## config.mk

```make
export PLATFORM = sky130hd
export DESIGN_NAME = prefetch_queue_flat
export DESIGN_NICKNAME = d
export VERILOG_FILES = /design/src/rtl/prefetch_queue_pkg.sv /design/src/rtl/prefetch_queue_if.sv /design/src/rtl/prefetch_queue_fifo.sv /design/src/rtl/prefetch_queue.sv /design/src/flat_wrapper.sv
export SDC_FILE = /design/constraint.sdc
export NUM_CORES = 1
export LEC_CHECK = 0
export CORE_UTILIZATION = 32
export DETAILED_ROUTE_END_ITERATION = 12
export DONT_BUFFER_PORTS = 1
export PLACE_DENSITY_LB_ADDON = 0.2
export SETUP_SLACK_MARGIN = 0.5
export SLEW_MARGIN = 10
export SYNTH_ARGS = -nofsm -noshare
export SYNTH_HDL_FRONTEND = slang
export SYNTH_SLANG_ARGS = --single-unit
```

## constraint.sdc

```tcl
create_clock -name clk -period 3.07 [get_ports clk]
set_clock_uncertainty 0.05 [all_clocks]
set_input_delay 0.614 -clock clk [delete_from_list [all_inputs] [get_ports clk]]
set_output_delay 0.614 -clock clk [all_outputs]
set_load 0.005 [all_outputs]
```

## src/rtl/prefetch_queue_pkg.sv

```systemverilog
// Shared types for the prefetch queue: bus FSM states, field widths, entry layout.
// Latency: n/a (declarations only).
// Backpressure: n/a (declarations only).
package prefetch_queue_pkg;

    localparam int PQ_CMD_W  = 32;
    localparam int PQ_ADR_W  = 16;
    localparam int PQ_HALF_W = 16;

    typedef enum logic [1:0] {
        ST_IDLE     = 2'b00,
        ST_FETCH_HI = 2'b01,
        ST_FETCH_LO = 2'b10
    } pq_state_e;

    // One buffered instruction: its word address and the big-endian pair.
    typedef struct packed {
        logic [PQ_ADR_W-1:0] ipc;
        logic [PQ_CMD_W-1:0] cmd;
    } pq_entry_t;

    // Word address increment; 16'hFFFF wraps to 16'h0000.
    function automatic logic [PQ_ADR_W-1:0] adr_inc(input logic [PQ_ADR_W-1:0] a);
        return a + PQ_ADR_W'(1);
    endfunction

endpackage

```

## src/rtl/prefetch_queue_if.sv

```systemverilog
// Decoder (rqi/nxi/cmd/ipc/flush) and memory-bus (req/adr/ack/din) signals of the prefetch queue.
// Latency: n/a (wires only).
// Backpressure: rqi pops only when nxi is high; bus req is held until ack.
// Ports: master = prefetch queue side, slave = decoder plus memory side.
interface prefetch_queue_if;
    import prefetch_queue_pkg::*;

    logic                 rqi;
    logic                 nxi;
    logic [PQ_CMD_W-1:0]  cmd;
    logic [PQ_ADR_W-1:0]  ipc;
    logic                 flush;
    logic [PQ_ADR_W-1:0]  flush_adr;
    logic                 req;
    logic [PQ_ADR_W-1:0]  adr;
    logic                 ack;
    logic [PQ_HALF_W-1:0] din;

    modport master (
        input  rqi, flush, flush_adr, ack, din,
        output nxi, cmd, ipc, req, adr
    );

    modport slave (
        output rqi, flush, flush_adr, ack, din,
        input  nxi, cmd, ipc, req, adr
    );

endinterface

```

## src/rtl/prefetch_queue_fifo.sv

```systemverilog
// Synchronous FIFO of pq_entry_t with push, pop and clear.
// Latency: a push is visible at the head on the cycle after the push edge.
// Backpressure: none internal; the caller must not push when full or pop when empty.
// Ports: clk, rst_n, push/push_dat, pop, clear -> head_dat, empty, count.
module pq_fifo
    import prefetch_queue_pkg::*;
#(
    parameter int DEPTH = 4
) (
    input  logic                   clk,
    input  logic                   rst_n,
    input  logic                   push,
    input  pq_entry_t              push_dat,
    input  logic                   pop,
    input  logic                   clear,
    output pq_entry_t              head_dat,
    output logic                   empty,
    output logic [$clog2(DEPTH):0] count
);

    localparam int AW = $clog2(DEPTH);

    // Pointers carry one extra wrap bit so full and empty are distinguishable.
    logic [AW:0] wr_ptr_q, wr_ptr_d;
    logic [AW:0] rd_ptr_q, rd_ptr_d;
    pq_entry_t   mem_q [DEPTH];
    pq_entry_t   mem_d [DEPTH];

    always_comb begin
        wr_ptr_d = wr_ptr_q;
        rd_ptr_d = rd_ptr_q;
        mem_d    = mem_q;
        if (clear) begin
            wr_ptr_d = '0;
            rd_ptr_d = '0;
        end else begin
            if (push) begin
                mem_d[wr_ptr_q[AW-1:0]] = push_dat;
                wr_ptr_d = wr_ptr_q + (AW+1)'(1);
            end
            if (pop) begin
                rd_ptr_d = rd_ptr_q + (AW+1)'(1);
            end
        end
    end

    always_ff @(posedge clk or negedge rst_n) begin
        if (!rst_n) begin
            wr_ptr_q <= '0;
            rd_ptr_q <= '0;
            mem_q    <= '{default: '0};
        end else begin
            wr_ptr_q <= wr_ptr_d;
            rd_ptr_q <= rd_ptr_d;
            mem_q    <= mem_d;
        end
    end

    assign count    = wr_ptr_q - rd_ptr_q;
    assign empty    = (wr_ptr_q == rd_ptr_q);
    assign head_dat = mem_q[rd_ptr_q[AW-1:0]];

endmodule

```

## src/rtl/prefetch_queue.sv

```systemverilog
// Prefetch queue: fetches 16-bit words, packs big-endian 32-bit instructions, buffers DEPTH of them.
// Latency: zero-wait bus -> nxi rises the cycle after the second (low-half) ack.
// Backpressure: fetch idles while buffered + in-assembly instructions fill DEPTH; req/adr hold until ack.
// Ports: clk, rst_n, pq (master modport: decoder rqi/nxi/cmd/ipc/flush/flush_adr, bus req/adr/ack/din).
module prefetch_queue
    import prefetch_queue_pkg::*;
#(
    parameter int                  DEPTH    = 4,
    parameter logic [PQ_ADR_W-1:0] RESET_PC = 16'h0000
) (
    input  logic             clk,
    input  logic             rst_n,
    prefetch_queue_if.master pq
);

    localparam int CW = $clog2(DEPTH) + 1;

    pq_state_e              state_q,  state_d;
    logic                   req_q,    req_d;
    logic [PQ_ADR_W-1:0]    adr_q,    adr_d;     // current fetch / bus address
    logic [PQ_ADR_W-1:0]    redir_q,  redir_d;   // flush target while a stale bus cycle drains
    logic [PQ_ADR_W-1:0]    hi_adr_q, hi_adr_d;  // address of the instruction being assembled
    logic [PQ_HALF_W-1:0]   hi_q,     hi_d;
    logic                   drop_q,   drop_d;

    logic                   fifo_push;
    logic                   fifo_pop;
    logic                   fifo_empty;
    logic [CW-1:0]          fifo_count;
    pq_entry_t              push_entry;
    pq_entry_t              head_entry;
    logic                   bus_done;
    logic                   room_now;
    logic                   room_after_push;

    assign bus_done        = req_q & pq.ack;
    // IDLE has nothing in assembly, so only buffered entries count.
    assign room_now        = fifo_count < CW'(DEPTH);
    // At the low-half ack the pushed entry now occupies a slot; a same-cycle pop is not credited.
    assign room_after_push = fifo_count < CW'(DEPTH - 1);
    assign push_entry      = '{ipc: hi_adr_q, cmd: {hi_q, pq.din}};
    assign fifo_pop        = pq.rqi & ~fifo_empty & ~pq.flush;

    always_comb begin
        state_d   = state_q;
        req_d     = req_q;
        adr_d     = adr_q;
        redir_d   = redir_q;
        hi_adr_d  = hi_adr_q;
        hi_d      = hi_q;
        drop_d    = drop_q;
        fifo_push = 1'b0;

        if (pq.flush) begin
            if (req_q && !pq.ack) begin
                // Bus cycle in flight: it cannot be withdrawn, so let it finish and discard its data.
                drop_d  = 1'b1;
                redir_d = pq.flush_adr;
            end else begin
                // Bus idle or completing now: restart immediately at the target.
                drop_d  = 1'b0;
                adr_d   = pq.flush_adr;
                redir_d = pq.flush_adr;
                state_d = ST_FETCH_HI;
                req_d   = 1'b1;
            end
        end else if (drop_q) begin
            if (bus_done) begin
                drop_d  = 1'b0;
                adr_d   = redir_q;
                state_d = ST_FETCH_HI;
                req_d   = 1'b1;
            end
        end else begin
            case (state_q)
                ST_IDLE: begin
                    if (room_now) begin
                        state_d = ST_FETCH_HI;
                        req_d   = 1'b1;
                    end
                end
                ST_FETCH_HI: begin
                    if (bus_done) begin
                        hi_d     = pq.din;
                        hi_adr_d = adr_q;
                        adr_d    = adr_inc(adr_q);
                        state_d  = ST_FETCH_LO;
                    end
                end
                ST_FETCH_LO: begin
                    if (bus_done) begin
                        fifo_push = 1'b1;
                        adr_d     = adr_inc(adr_q);
                        if (room_after_push) begin
                            state_d = ST_FETCH_HI;
                        end else begin
                            state_d = ST_IDLE;
                            req_d   = 1'b0;
                        end
                    end
                end
                default: begin
                    state_d = ST_IDLE;
                    req_d   = 1'b0;
                end
            endcase
        end
    end

    always_ff @(posedge clk or negedge rst_n) begin
        if (!rst_n) begin
            state_q  <= ST_IDLE;
            req_q    <= 1'b0;
            adr_q    <= RESET_PC;
            redir_q  <= RESET_PC;
            hi_adr_q <= RESET_PC;
            hi_q     <= '0;
            drop_q   <= 1'b0;
        end else begin
            state_q  <= state_d;
            req_q    <= req_d;
            adr_q    <= adr_d;
            redir_q  <= redir_d;
            hi_adr_q <= hi_adr_d;
            hi_q     <= hi_d;
            drop_q   <= drop_d;
        end
    end

    pq_fifo #(
        .DEPTH (DEPTH)
    ) u_fifo (
        .clk      (clk),
        .rst_n    (rst_n),
        .push     (fifo_push),
        .push_dat (push_entry),
        .pop      (fifo_pop),
        .clear    (pq.flush),
        .head_dat (head_entry),
        .empty    (fifo_empty),
        .count    (fifo_count)
    );

    assign pq.req = req_q;
    assign pq.adr = adr_q;
    assign pq.nxi = ~fifo_empty;
    assign pq.cmd = fifo_empty ? '0 : head_entry.cmd;
    // With nothing buffered, report where fetching will resume.
    assign pq.ipc = fifo_empty ? (drop_q ? redir_q : adr_q) : head_entry.ipc;

endmodule

```

## src/flat_wrapper.sv

```systemverilog
// flat-port wrapper written by rule: the top's interface ports become plain ports
module prefetch_queue_flat import prefetch_queue_pkg::*;
#(
    parameter int                  DEPTH    = 4,
    parameter logic [PQ_ADR_W-1:0] RESET_PC = 16'h0000
)
  (clk, rst_n, pq_rqi, pq_flush, pq_flush_adr, pq_ack, pq_din, pq_nxi, pq_cmd, pq_ipc, pq_req, pq_adr);
  prefetch_queue_if pq_i ();
  input  logic clk;
  input  logic rst_n;
  input wire logic [$bits(pq_i.rqi)-1:0] pq_rqi;
  input wire logic [$bits(pq_i.flush)-1:0] pq_flush;
  input wire logic [$bits(pq_i.flush_adr)-1:0] pq_flush_adr;
  input wire logic [$bits(pq_i.ack)-1:0] pq_ack;
  input wire logic [$bits(pq_i.din)-1:0] pq_din;
  output wire logic [$bits(pq_i.nxi)-1:0] pq_nxi;
  output wire logic [$bits(pq_i.cmd)-1:0] pq_cmd;
  output wire logic [$bits(pq_i.ipc)-1:0] pq_ipc;
  output wire logic [$bits(pq_i.req)-1:0] pq_req;
  output wire logic [$bits(pq_i.adr)-1:0] pq_adr;
  assign pq_i.rqi = pq_rqi;
  assign pq_i.flush = pq_flush;
  assign pq_i.flush_adr = pq_flush_adr;
  assign pq_i.ack = pq_ack;
  assign pq_i.din = pq_din;
  assign pq_nxi = pq_i.nxi;
  assign pq_cmd = pq_i.cmd;
  assign pq_ipc = pq_i.ipc;
  assign pq_req = pq_i.req;
  assign pq_adr = pq_i.adr;
  prefetch_queue #(.DEPTH(DEPTH), .RESET_PC(RESET_PC)) u_core (.clk(clk), .rst_n(rst_n), .pq(pq_i));
endmodule
```

==> impl_metrics.toml, run 1 <==
[worst_setup_path]
setup.worst_path.class = "reg2out"
maximum_net_fanout_on_the_critical_path = 8
critical_path.cell_chain = "buf_8, buf_12, buf_16, mux4_2, nor2_2, a31oi_2"
startpoint_type = "flip-flop"
timing.critical_path.slowest_stage_cell = "sky130_fd_sc_hd__dfrtp_4"
reg2reg_to = "u_core.state_q[0]"
crit_required_ns = 2.41
r2r_cells = 8
critical_path.reg2reg.startpoint = "u_core.u_fifo.wr_ptr_q[0]"
slack_of_the_worst_reg_to_reg_path_ns = 0.78
slowest_delay_ns = 0.52
worstSetupEndpointType = "primary output"
timing.critical_path.arrival_ns = 2.14

[floorplan]
floorplan.core_area_mm2 = 0.0389
start_util_pct = 32.7
die_w_um = 202
io_pins = 103
dieHeight_um = 202
die_area_mm2 = 0.0406
std_cell_rows = 72

[logic_synthesis]
synth_nets = 942
postSynthRegisterBits = 266
synthFlopType = "sky130_fd_sc_hd__dfrtp_1"
syn-instance-count = 892
async_reset_ff_share_pct = 100
ys_seq_area_share_pct = 52.2
synth.avg_cell_area_um2 = 14.3
synth-edff-count = 0
synth.lib_cells_used.distinct = 60
yosys_warnings = 0
synthesis.area_mm2 = 0.0127

[route]
routed_wirelength_mm = 32.6
routed-via-count = 7360
antenna_left = 0
route.detailed.wl_per_inst_um = 22.4
detailedRoute.firstIterationViolations = 356
drt-pass1-iter-count = 4
route.detailed.vias_per_inst = 5.07
drc = 0

[clock_network]
clock-root-buffer = "sky130_fd_sc_hd__clkbuf_16"
tritoncts_num_sinks = 266
clk_latency_ns = 0.52
htree_num_levels = 2
maximum_number_of_buffers_from_clock_root_to_sink = 3
worst_setup_hold_path_clk_slew_ns = 0.06
cts_made_buffers = 34
tritoncts = "done"

[place]
dp_worst_setup_slack_ns = 0.547
number_of_placed_cells_counting_well_taps = 1386
placed_area_mm2 = 0.0133
io_port_bufs = 0
gp_congestion = 0.759
dpl.hpwl_mm = 19.5

[cells_and_area]
syn_to_layout_area_delta_pct = 15.3
most_common_library_cell_in_the_layout_ignoring_fill_and_taps = "sky130_fd_sc_hd__dfrtp_1"
final_layout_size_suffix_gt1_share_pct = 42.1
final_std_cells_w_o_fill = 1452
finish.instance_area_mm2 = 0.0147
final_cell_mix = "sky130_fd_sc_hd__dfrtp_1, sky130_fd_sc_hd__mux2_2, sky130_fd_sc_hd__mux2_4"
insertedDiodeCount = 0
finalCoreUtilization_pct = 37.8
finalNetCount = 962

[timing]
timing_max_transition_violations_final = 0
max_slew_margin_pct = 43.1
worstMarginPinSlew_ns = 0.852
setup_violations = 0
whs_ns = -0.246
grt_setup_unrepaired = "true"
final.period_utilization_pct = 91.4
hold_violations = 266
setup-tns-final_ns = 0
max_clock_freq_ghz = 0.357
final.setup.worst_slack_ns = 0.265
layout_min_cycle_time_ns = 2.80

[grt]
grt_remaining_overflow = 0
number_of_antenna_violations_at_the_first_check_in_global_routing = 0
grt_pass1_vias = 8044
largest_net_degree_at_the_start_of_global_routing = 267
gr-usage-all-layers_pct = 16.5
wire_length_of_the_first_global_routing_pass_mm = 51.0

[power_and_ir_drop]
vdd_drop_max_v = 0.000320
power_mw = 11.0
p_leak_nw = 6.87
power_density_mw_per_mm2 = 747

[worst_hold_path]
min-delay-path-class = "in2async"

[status]
violations = "hold timing"
outcome = "finished with violations"

[flow_run]
maxCapViolCount = 0
synth_stat cells, types with 3 or more instances:
| library cell | n | area share [%] |
|---|---|---|
| sky130_fd_sc_hd__mux2i_1 | 21 | 1.6 |
| sky130_fd_sc_hd__buf_6 | 12 | 1.1 |
| sky130_fd_sc_hd__nand3_1 | 9 | 0.35 |
| sky130_fd_sc_hd__o31ai_1 | 3 | 0.18 |
| sky130_fd_sc_hd__mux2_4 | 60 | 7.1 |
| sky130_fd_sc_hd__o22ai_1 | 4 | 0.20 |
| sky130_fd_sc_hd__a21oi_1 | 9 | 0.35 |
| sky130_fd_sc_hd__mux2_2 | 156 | 14 |
| sky130_fd_sc_hd__buf_2 | 22 | 0.86 |
| sky130_fd_sc_hd__nor2_1 | 18 | 0.53 |
| sky130_fd_sc_hd__nor4_1 | 4 | 0.20 |
| sky130_fd_sc_hd__xor2_1 | 4 | 0.27 |
| sky130_fd_sc_hd__and4_1 | 3 | 0.21 |
| sky130_fd_sc_hd__o21ai_0 | 40 | 1.6 |
| sky130_fd_sc_hd__nand2_2 | 3 | 0.15 |
| sky130_fd_sc_hd__a31oi_1 | 6 | 0.29 |
| sky130_fd_sc_hd__buf_4 | 3 | 0.18 |
| sky130_fd_sc_hd__nand2_1 | 45 | 1.3 |
| sky130_fd_sc_hd__nand3b_1 | 3 | 0.18 |
| sky130_fd_sc_hd__mux4_2 | 48 | 8.5 |
| sky130_fd_sc_hd__nor3_1 | 7 | 0.27 |
| sky130_fd_sc_hd__and2_1 | 35 | 1.7 |
| sky130_fd_sc_hd__clkbuf_1 | 15 | 0.44 |
| sky130_fd_sc_hd__dfrtp_1 | 266 | 52 |
| sky130_fd_sc_hd__inv_1 | 22 | 0.65 |
| sky130_fd_sc_hd__mux2_1 | 14 | 1.2 |
| sky130_fd_sc_hd__nand2b_1 | 6 | 0.29 |
| sky130_fd_sc_hd__ha_1 | 12 | 1.2 |
repair_timing:
item / CTS / global route
setup endpoints to repair: 48 / 48
buffers inserted: 4 / 0
resized for setup: 43 / 9
pin swaps: 12 / 4
cloned: 4 / 0
endpoints found under the hold margin: 266 / 266
layer usage:
| layer | share of wire, % | track usage [%] | wire length [µm] |
|---|---|---|---|
| met2 | 48 | 27.1 | 15600 |
| met1 | 46 | 22.5 | 14900 |
| met3 | 5.1 | 3.37 | 1650 |
| met4 | 1.3 | 3.76 | 427 |
| met5 | 0 | 0 | 0 |
logic make-up (layout without fill, tap and decap cells):
logic type,after synthesis,in the layout,synth area share (%)
AO/OA/AOI/OAI,80,80,3.77
flip-flops,266,266,52.2
XOR/XNOR,7,7,0.599
AND/OR/NAND/NOR,150,150,6.55
buffers and inverters,77,119,3.28
adder cells (fa/ha/maj),13,13,1.34
multiplexers,299,299,32.2
flip-flops by register name, indices dropped and copies added, names as in the netlist:
| name | cells |
|---|---|
| u_core.u_fifo.mem_q | 192 |
| u_core.hi_adr_q | 16 |
| u_core.hi_q | 16 |
| u_core.pq.adr | 16 |
| u_core.redir_q | 16 |
| u_core.u_fifo.rd_ptr_q | 3 |
| u_core.u_fifo.wr_ptr_q | 3 |
| u_core.state_q | 2 |
| u_core.drop_q | 1 |
| u_core.pq.req | 1 |
worst max-delay path by stage:
| stage | cells past startpoint | slack (ns) | end | from |
|---|---|---|---|---|
| finish | 6 | 0.27 | pq_ipc[12] | u_core.u_fifo.rd_ptr_q[0] |
| global route | 9 | 0.19 | pq_ipc[13] | u_core.u_fifo.rd_ptr_q[1] |
| CTS | 5 | 0.25 | pq_ipc[13] | u_core.u_fifo.rd_ptr_q[0] |
| detailed placement | 9 | 0.55 | pq_ipc[3] | u_core.u_fifo.wr_ptr_q[0] |
| global placement | 9 | 0.58 | pq_ipc[3] | u_core.u_fifo.wr_ptr_q[0] |
| floorplan | 11 | 0.55 | pq_ipc[10] | u_core.u_fifo.rd_ptr_q[1] |
power breakdown:
group	switching (mW)	total (mW)	leakage [nW]	internal (mW)
combinational	1.11	2.42	2.81	1.31
sequential	0.724	4.84	3.56	4.12
clock	1.52	3.71	0.506	2.19
total	3.35	11.0	6.87	7.62
cell type report:
cell class	instances	area [µm²]
Clock buffer	50	971
Inverter	23	91.3
Fill cell	3778	24200
Sequential cell	266	6660
Clock inverter	8	61.3
Tap cell	518	648
Multi-Input combinational cell	549	5770
Timing Repair Buffer	38	490
worst max-delay path: cells and delay by family, from the launching register on:
family	cells	cell delay, ns
DFF	1	0.52
muxes	1	0.38
buffers and inverters	3	0.43
and+or+nand+nor	1	0.05
AOI/OAI and AO/OA	1	0.25
Note: power is estimated with default switching activity, not from simulation.
==> run 2, diff against run 1 <==
--- a/config.mk
+++ b/config.mk
@@ -5,6 +5,8 @@
 export SDC_FILE = /design/constraint.sdc
 export NUM_CORES = 1
 export LEC_CHECK = 0
+export ABC_CLOCK_PERIOD_IN_PS = 3070
+export CORE_MARGIN = 4
 export CORE_UTILIZATION = 32
 export DETAILED_ROUTE_END_ITERATION = 12
 export DONT_BUFFER_PORTS = 1
==> impl_metrics.toml, run 2 (synthesized netlist as in run 1, its figures left out) <==
[cells_and_area]
final_layout_size_suffix_gt1_share_pct = 46.5
final_std_cells_w_o_fill = 1460
insertedDiodeCount = 0
largest_register_ff_count = 192
syn_to_layout_area_delta_pct = 18.1
largest_register = "u_core.u_fifo.mem_q"
layout.filler_cells = 3669
finalNetCount = 970
most_common_library_cell_in_the_layout_ignoring_fill_and_taps = "sky130_fd_sc_hd__dfrtp_1"
final_cell_mix = "sky130_fd_sc_hd__dfrtp_1, sky130_fd_sc_hd__mux2_2, sky130_fd_sc_hd__mux2_4"

[timing]
setup-tns-final_ns = 0
grt_setup_unrepaired = "true"
hold_violations = 266
worstMarginPinSlew_ns = 0.734
final.period_utilization_pct = 92.8
timing_max_transition_violations_final = 0
layout_min_cycle_time_ns = 2.85
max_slew_margin_pct = 51.1
setup_violations = 0
whs_ns = -0.299
max_clock_freq_ghz = 0.351

[floorplan]
die_area_mm2 = 0.0431
die_w_um = 208
std_cell_rows = 72
io_pins = 103
dieHeight_um = 208
floorplan.core_area_mm2 = 0.0390
start_util_pct = 32.7

[worst_setup_path]
startpoint_type = "flip-flop"
crit_required_ns = 2.41
setup.worst_path.class = "reg2out"
timing.critical_path.slowest_stage_cell = "sky130_fd_sc_hd__dfrtp_4"
maximum_net_fanout_on_the_critical_path = 6
timing.critical_path.arrival_ns = 2.19
worstSetupEndpointType = "primary output"
slowest_delay_ns = 0.52
timing.critical_path.mode_cell = "sky130_fd_sc_hd__buf_12"
critical_path.cell_chain = "buf_12, buf_12, buf_16, mux4_2, nor2_4, a31oi_4"

[clock_network]
clk_latency_ns = 0.57
tritoncts_num_sinks = 266
maximum_number_of_buffers_from_clock_root_to_sink = 3
cts_made_buffers = 31
worst_setup_hold_path_clk_slew_ns = 0.06
htree_num_levels = 1
clock-root-buffer = "sky130_fd_sc_hd__clkbuf_16"
tritoncts = "done"

[power_and_ir_drop]
switchingPower_mw = 3.39
p_leak_nw = 7.06
seq_power_share_pct = 44.0
power_density_mw_per_mm2 = 739
p_comb_share_pct = 23.4
clkPwrFrac_pct = 32.6
power_report.internal_total_mw = 7.72
vdd_drop_max_v = 0.000420
netSwitchingFraction_pct = 30.5

[place]
number_of_placed_cells_counting_well_taps = 1385
io_port_bufs = 0
gp_congestion = 0.777
dpl.hpwl_mm = 19.6

[grt]
wire_length_of_the_first_global_routing_pass_mm = 52.2
gr-usage-all-layers_pct = 15.5
grt_remaining_overflow = 0
largest_net_degree_at_the_start_of_global_routing = 267
grt_pass1_vias = 7988
number_of_antenna_violations_at_the_first_check_in_global_routing = 0

[route]
route.detailed.vias_per_inst = 5.06
route.detailed.wl_per_inst_um = 22.9
routed-via-count = 7381
drc = 0
detailedRoute.firstIterationViolations = 400
antenna_left = 0
drt-pass1-iter-count = 5
routed_wirelength_mm = 33.4

[flow_run]
maxCapViolCount = 0

[status]
outcome = "finished with violations"
violations = "hold timing"

[worst_hold_path]
min-delay-path-class = "in2async"
## run 2: cell count changes in the layout (fill, tap and decap cells not counted), sizes merged
cell,previous run,this run
buf,38,48
bufinv,0,2
clkbuf,50,46
clkinvlp,1,2
clkinv,6,5
## run 2: path summary, 6_finish.rpt
path | startpoint | to | slack (ns) | cells after the start
max in group asynchronous | rst_n | u_core.drop_q | 2.59 | 0
min reg2reg | u_core.u_fifo.mem_q[30] | u_core.u_fifo.mem_q[30] | 0.43 | 1
max | u_core.u_fifo.rd_ptr_q[0] | pq_ipc[2] | 0.22 | 6
min in group clk | pq_flush | u_core.u_fifo.rd_ptr_q[1] | 0.08 | 1
min | rst_n | u_core.hi_adr_q[2] | -0.30 | 0
max reg2reg | u_core.state_q[0] | u_core.pq.adr[13] | 0.81 | 6
## run 2: per-layer routing
layer	global-route usage (%)	wire [µm]	up-vias
met3	4.14	1960	51
met1	21.5	15200	3873
li1	-	-	3290
met4	3.47	761	0
met2	24.5	15500	167
met5	0	0	-
## run 2: worst max-delay path: cells and delay by family, from the launching register on
kind	cells	cell delay (ns)
and+or+nand+nor	1	0.15
buffers and inverters	3	0.41
muxes	1	0.48
DFF	1	0.52
AOI/OAI and AO/OA	1	0.05
## run 2: final cells by class
cell class	instances	area, µm²	area share (%)
Tap cell	518	648	4.31
Inverter	23	91.3	0.607
Clock inverter	10	113	0.749
Clock buffer	45	888	5.91
Multi-Input combinational cell	549	5930	39.4
Timing Repair Buffer	49	706	4.69
Sequential cell	266	6670	44.3
## run 2: through the flow
stage	worst slack, ns	cell area, µm²	power (mW)	hold WS (ns)	utilization (%)
after floorplan	0.550	12700	6.33	0.268	-
after global placement	0.579	13400	7.21	0.289	34.3
after detailed placement	0.512	13400	7.23	0.278	34.3
after CTS	0.182	14900	11.2	-0.333	38.2
after global routing	0.148	15000	11.7	-0.336	38.6
final	0.221	15000	11.1	-0.299	38.6
## run 2: timing repair
| item | CTS | global route |
|---|---|---|
| setup endpoints to repair | 49 | 51 |
| cloned | 7 | 1 |
| pin swaps | 9 | 14 |
| endpoints found under the hold margin | 266 | 266 |
| buffers inserted | 10 | 2 |
| resized for setup | 84 | 19 |
## run 2: power groups by stage
stage / Combinational (mW) / Clock [mW] / Sequential (mW)
final: 2.60 / 3.62 / 4.89
after global routing: 2.83 / 3.91 / 5.00
after CTS: 2.57 / 3.76 / 4.90
after detailed placement: 2.28 / 0 / 4.95
after global placement: 2.26 / 0 / 4.95
after floorplan: 1.74 / 0 / 4.59
==> run 3, diff against run 2 <==
--- a/config.mk
+++ b/config.mk
@@ -10,6 +10,7 @@
 export CORE_UTILIZATION = 32
 export DETAILED_ROUTE_END_ITERATION = 12
 export DONT_BUFFER_PORTS = 1
+export GPL_ROUTABILITY_DRIVEN = 0
 export PLACE_DENSITY_LB_ADDON = 0.2
 export SETUP_SLACK_MARGIN = 0.5
 export SLEW_MARGIN = 10
==> results of run 3 <==
The final DEF is identical to that of run 2; final timing and power are the same.
==> edit 1, RTL diff (settings of run 2) <==
The package constant `PQ_ADR_W` goes from 16 to 20.
--- a/src/rtl/prefetch_queue_pkg.sv
+++ b/src/rtl/prefetch_queue_pkg.sv
@@ -6,3 +6,3 @@
     localparam int PQ_CMD_W  = 32;
-    localparam int PQ_ADR_W  = 16;
+    localparam int PQ_ADR_W  = 20;
     localparam int PQ_HALF_W = 16;
Ports: changed (resized pq_adr, pq_flush_adr and pq_ipc); port bits go from 103 to 115. The function was not compared with the original's and may differ.
==> edit 1 against run 2 <==
The flow still finishes with violations (hold timing); sequential share of layout area is 0.56 points higher; setup slack improved by 0.048 ns; wire length rose by 11%; area after synthesis up 6.9%; first-iteration DRC count rose by 19%; worst hold slack gained 0.028 ns; via count grew 11%; cell area is 9.1% higher; clock power up 23%; largest cell class unchanged; power rose by 14%; critical path type unchanged; sequential cell count is 28 higher; highest routed layer unchanged; count of clock-buffer cells in the layout increased by 6.
==> edit 1: results (changes against run 2) <==
- Antenna violations before repair: 1 (was 0)
- Largest net degree at the start of global routing: 295 (was 267)
- Global placement routability congestion: 0.760 (was 0.777)
- Dominant cells by area after synthesis: dfrtp_1 54%, mux2_2 21%, mux4_2 8.6% (was dfrtp_1 52%, mux2_2 14%, mux4_2 8.5%)
- Gr usage total: 16.1% (was 15.5%)
- Placed insts: 1488 (was 1385)
- Failing checks: hold timing (unchanged)
- HPWL Detailed: 21.0 mm (was 19.6 mm)
- Max reg flops: 208 (was 192)
- Finished Layout Cells: 1580 (was 1460)
- Reg clk slew, reported paths: 0.06 ns (about the same)
- Vias in the first global route: 8942 (was 7988)
- Worst R2R Path Depth: 8 (was 6)
- Min Hold Slack: -0.270 ns (was -0.299 ns)
- First-pass GRT wire length: 57.2 mm (was 52.2 mm)
- Final hold viol count: 294 (was 266)
- Crit path DAT: 2.14 ns (was 2.19 ns)
- Worst slew pin tran: 0.605 ns (was 0.734 ns)
- DR pass1 iterations: 5 (unchanged)
- Post-Syn Nets: 1033 (was 942)
- Number of DRC violations after detailed-routing iteration 0: 476 (was 400)
- Status: finished, violations left (unchanged)
- Critical Path Fanout Max: 7 (was 6)
- Post-DP Area: 0.0143 sq mm (was 0.0134 sq mm)
- Reg2Reg Capture Point: u_core.u_fifo.mem_q[0] (was u_core.pq.adr[13])
- WL final: 37.0 mm (was 33.4 mm)
- Worst R2R Setup Slack: 0.74 ns (was 0.81 ns)
- Vias per cell: 5.17 (was 5.06)
- Leak: 0.00763 uW (was 0.00706 uW)
- VDD IR max: 392 uV (was 420 uV)
- Sequential area share after synthesis: 54.0% (was 52.2%)
- Cts bufs inserted: 35 (was 31)
- Nets: 1069 (was 970)
- Layout cells sized above 1: 47.4% (was 46.5%)
- Mean cell area of the mapped netlist: 13.9 sq um (was 14.3 sq um)
- Clock Latency Late Sink: 0.54 ns (was 0.57 ns)
- Synth top cells by count: 294 x dfrtp_1, 249 x mux2_2, 56 x nand2_1, 52 x mux4_2, 47 x o21ai_0 (was 266 x dfrtp_1, 156 x mux2_2, 60 x mux2_4, 48 x mux4_2, 45 x nand2_1)
==> edit 1: cell count changes after synthesis, moves of 5 or more <==
cell and delta:
a221o_1 +9, buf_2 +9, buf_6 -12, clkbuf_1 +5, dfrtp_1 +28, mux2_1 -9
mux2_2 +93, mux2_4 -60, mux2i_1 +7, nand2_1 +11, nor2_1 +11, o21ai_0 +7
==> edit 1: cell families (layout without fill, tap and decap cells) <==
logic type	count (synthesis)	in the layout	synth area share, %
XOR/XNOR	8	8	0.515
multiplexers	334	334	31.7
AND/OR/NAND/NOR	162	162	6.02
AO/OA/AOI/OAI	82	82	3.67
buffers and inverters	86	148	2.86
adder cells (fa/ha/maj)	13	13	1.25
flip-flops	294	294	54.0
==> edit 1: layout make-up <==
| type | count | area (sq um) |
|---|---|---|
| tap | 539 | 674 |
| timing repair inverter | 1 | 11.3 |
| fill | 3976 | 25600 |
| multi-input combinational | 599 | 6190 |
| clock buffer | 51 | 1080 |
| clock inverter | 12 | 171 |
| timing repair buffer | 58 | 805 |
| sequential | 294 | 7360 |
| inverter | 26 | 110 |
==> edit 1: critical path, cell delays in order (launching register included) <==
cell       delay (ns)
dfrtp_4          0.54
ha_4             0.29
and3_4           0.25
buf_12           0.13
inv_8            0.05
clkbuf_16        0.17
o21ai_4          0.15
==> edit 1: where the power goes <==
group / internal [uW] / switching, uW / total [uW]
logic: 1500 / 1330 / 2830
clock network: 2780 / 1680 / 4460
registers: 4540 / 798 / 5340
total: 8820 / 3810 / 12600
==> edit 1: through the flow <==
stage	setup slack, ns	power (uW)
final	0.269	12600
after global routing	0.220	13300
after CTS	0.225	12700
after detailed placement	0.420	7800
after global placement	0.429	7770
after floorplan	0.525	6830
==> edit 1: worst max path at each step <==
stage	from	endpoint	slack [ns]	cells after the start
after global placement	u_core.u_fifo.rd_ptr_q[1]	pq_cmd[16]	0.43	4
after floorplan	u_core.u_fifo.rd_ptr_q[1]	pq_ipc[0]	0.53	8
after detailed placement	u_core.u_fifo.rd_ptr_q[1]	pq_cmd[16]	0.42	4
after global routing	u_core.u_fifo.rd_ptr_q[0]	pq_ipc[13]	0.22	6
final	u_core.u_fifo.rd_ptr_q[0]	pq_ipc[13]	0.27	6
after CTS	u_core.u_fifo.rd_ptr_q[0]	pq_cmd[5]	0.22	5
==> edit 1: per-layer routing <==
layer / routed length, um / up-vias / global-route usage [%]
li1: - / 3620 / -
met1: 16700 / 4323 / 21.7
met2: 17300 / 184 / 25.9
met3: 2290 / 45 / 4.36
met4: 658 / 0 / 4.34
met5: 0 / - / 0
==> edit 1: repair_timing <==
action / 4_1_cts / 5_1_grt
endpoints found under the hold margin: 294 / 294
gates resized for setup: 86 / 40
setup buffers: 14 / 4
pin swaps: 9 / 21
cloned: 9 / 2
setup endpoints to repair: 53 / 52
==> edit 2, RTL diff (settings of run 2) <==
Without the edit above. The 3 states of `pq_state_e` get a one-hot encoding in 3 bits.
--- a/src/rtl/prefetch_queue_pkg.sv
+++ b/src/rtl/prefetch_queue_pkg.sv
@@ -9,6 +9,6 @@
 
-    typedef enum logic [1:0] {
-        ST_IDLE     = 2'b00,
-        ST_FETCH_HI = 2'b01,
-        ST_FETCH_LO = 2'b10
+    typedef enum logic [2:0] {
+        ST_IDLE     = 3'b001,
+        ST_FETCH_HI = 3'b010,
+        ST_FETCH_LO = 3'b100
     } pq_state_e;
Behaviour: no difference found for any inputs over 4 cycles, from zero or initial values and one cycle with rst_n low; so few cycles prove little.
==> edit 2 against run 2 <==
The run still ends with hold timing left; area after synthesis increased by 1.4%; maximum frequency decreased by 0.91%; cell area increased by 3.3%; count of clock-buffer cells in the layout unchanged; setup slack got worse by 0.026 ns; die area increased by 1.3%; power decreased by 3.3%; worst hold slack got worse by 0.0036 ns; synthesized cell count increased by 0.11%; global-route usage about the same; sequential cell count increased by 1; via count increased by 2.2%; wire length increased by 3.7%; critical path type unchanged; critical endpoint is now pq_ipc[9].
==> edit 2: results (changes against run 2) <==
- M1 WL: 15.9 mm (was 15.2 mm)
- Min Hold Slack: -0.302 ns (was -0.299 ns)
- Nets: 980 (was 970)
- Layout cells sized above 1: 50.3% (was 46.5%)
- WL final: 34.6 mm (was 33.4 mm)
- Sequential area share after synthesis: 51.7% (was 52.2%)
- Placed insts: 1394 (was 1385)
- Metal3 WL: 2.18 mm (was 1.96 mm)
- HPWL Detailed: 19.8 mm (was 19.6 mm)
- DR pass1 iterations: 4 (was 5)
- Worst slew pin tran: 0.830 ns (was 0.734 ns)
- Timing endpoint of the critical path: pq_ipc[9] (was pq_ipc[2])
- Yosys cell types: 62 (was 60)
- Post-Syn Nets: 939 (was 942)
- Global placement routability congestion: 0.746 (was 0.777)
- Post-DP Area: 0.0136 sq mm (was 0.0134 sq mm)
- Buffer share of cell area: 6.60% (was 4.69%)
- Inverter count: 14 (was 23)
- Gr usage total: 15.5% (about the same)
- Status: finished, violations left (unchanged)
- Synth top cells by count: 266 x dfrtp_1, 157 x mux2_2, 80 x mux2_4, 48 x mux4_2, 38 x and2_1 (was 266 x dfrtp_1, 156 x mux2_2, 60 x mux2_4, 48 x mux4_2, 45 x nand2_1)
- Worst slack, placed: 0.497 ns (was 0.512 ns)
- Crit Reg-Reg Startpoint: u_core.state_q[2] (was u_core.state_q[0])
- Failing checks: hold timing (unchanged)
- Crit path DAT: 2.21 ns (was 2.19 ns)
- Post-CTS sizing: 119 (was 84)
- Final hold viol count: 266 (unchanged)
[edit 2: changes by cell type in the layout (fill, tap and decap cells not counted), moves of 6 or more]
cell | run 2 | this run
nand2_1 | 38 | 24
mux2_1 | 14 | 2
buf_6 | 4 | 10
inv_1 | 19 | 12
mux2_4 | 60 | 80
o21ai_0 | 29 | 14
[edit 2: cell families after synthesis]
group                    count (synthesis)  synth area share [%]
AO/OA/AOI/OAI                           68                  3.41
XOR/XNOR                                10                 0.785
adder cells (fa/ha/maj)                  9                 0.930
buffers and inverters                   74                  3.16
flip-flops                             267                  51.7
multiplexers                           309                  33.2
AND/OR/NAND/NOR                        156                  6.73
[edit 2: critical path: stages (launching register included)]
cell and delay [ns]:
dfrtp_4 0.51, buf_12 0.15, buf_8 0.12, buf_16 0.14
mux4_2 0.46, nand2_1 0.08, o21ai_1 0.06, buf_4 0.14
[edit 2: where the power goes]
part           internal [uW]  switching [uW]  leakage, uW
combinational           1390            1060      0.00328
sequential              4100             769      0.00358
clock                   1990            1440     0.000470
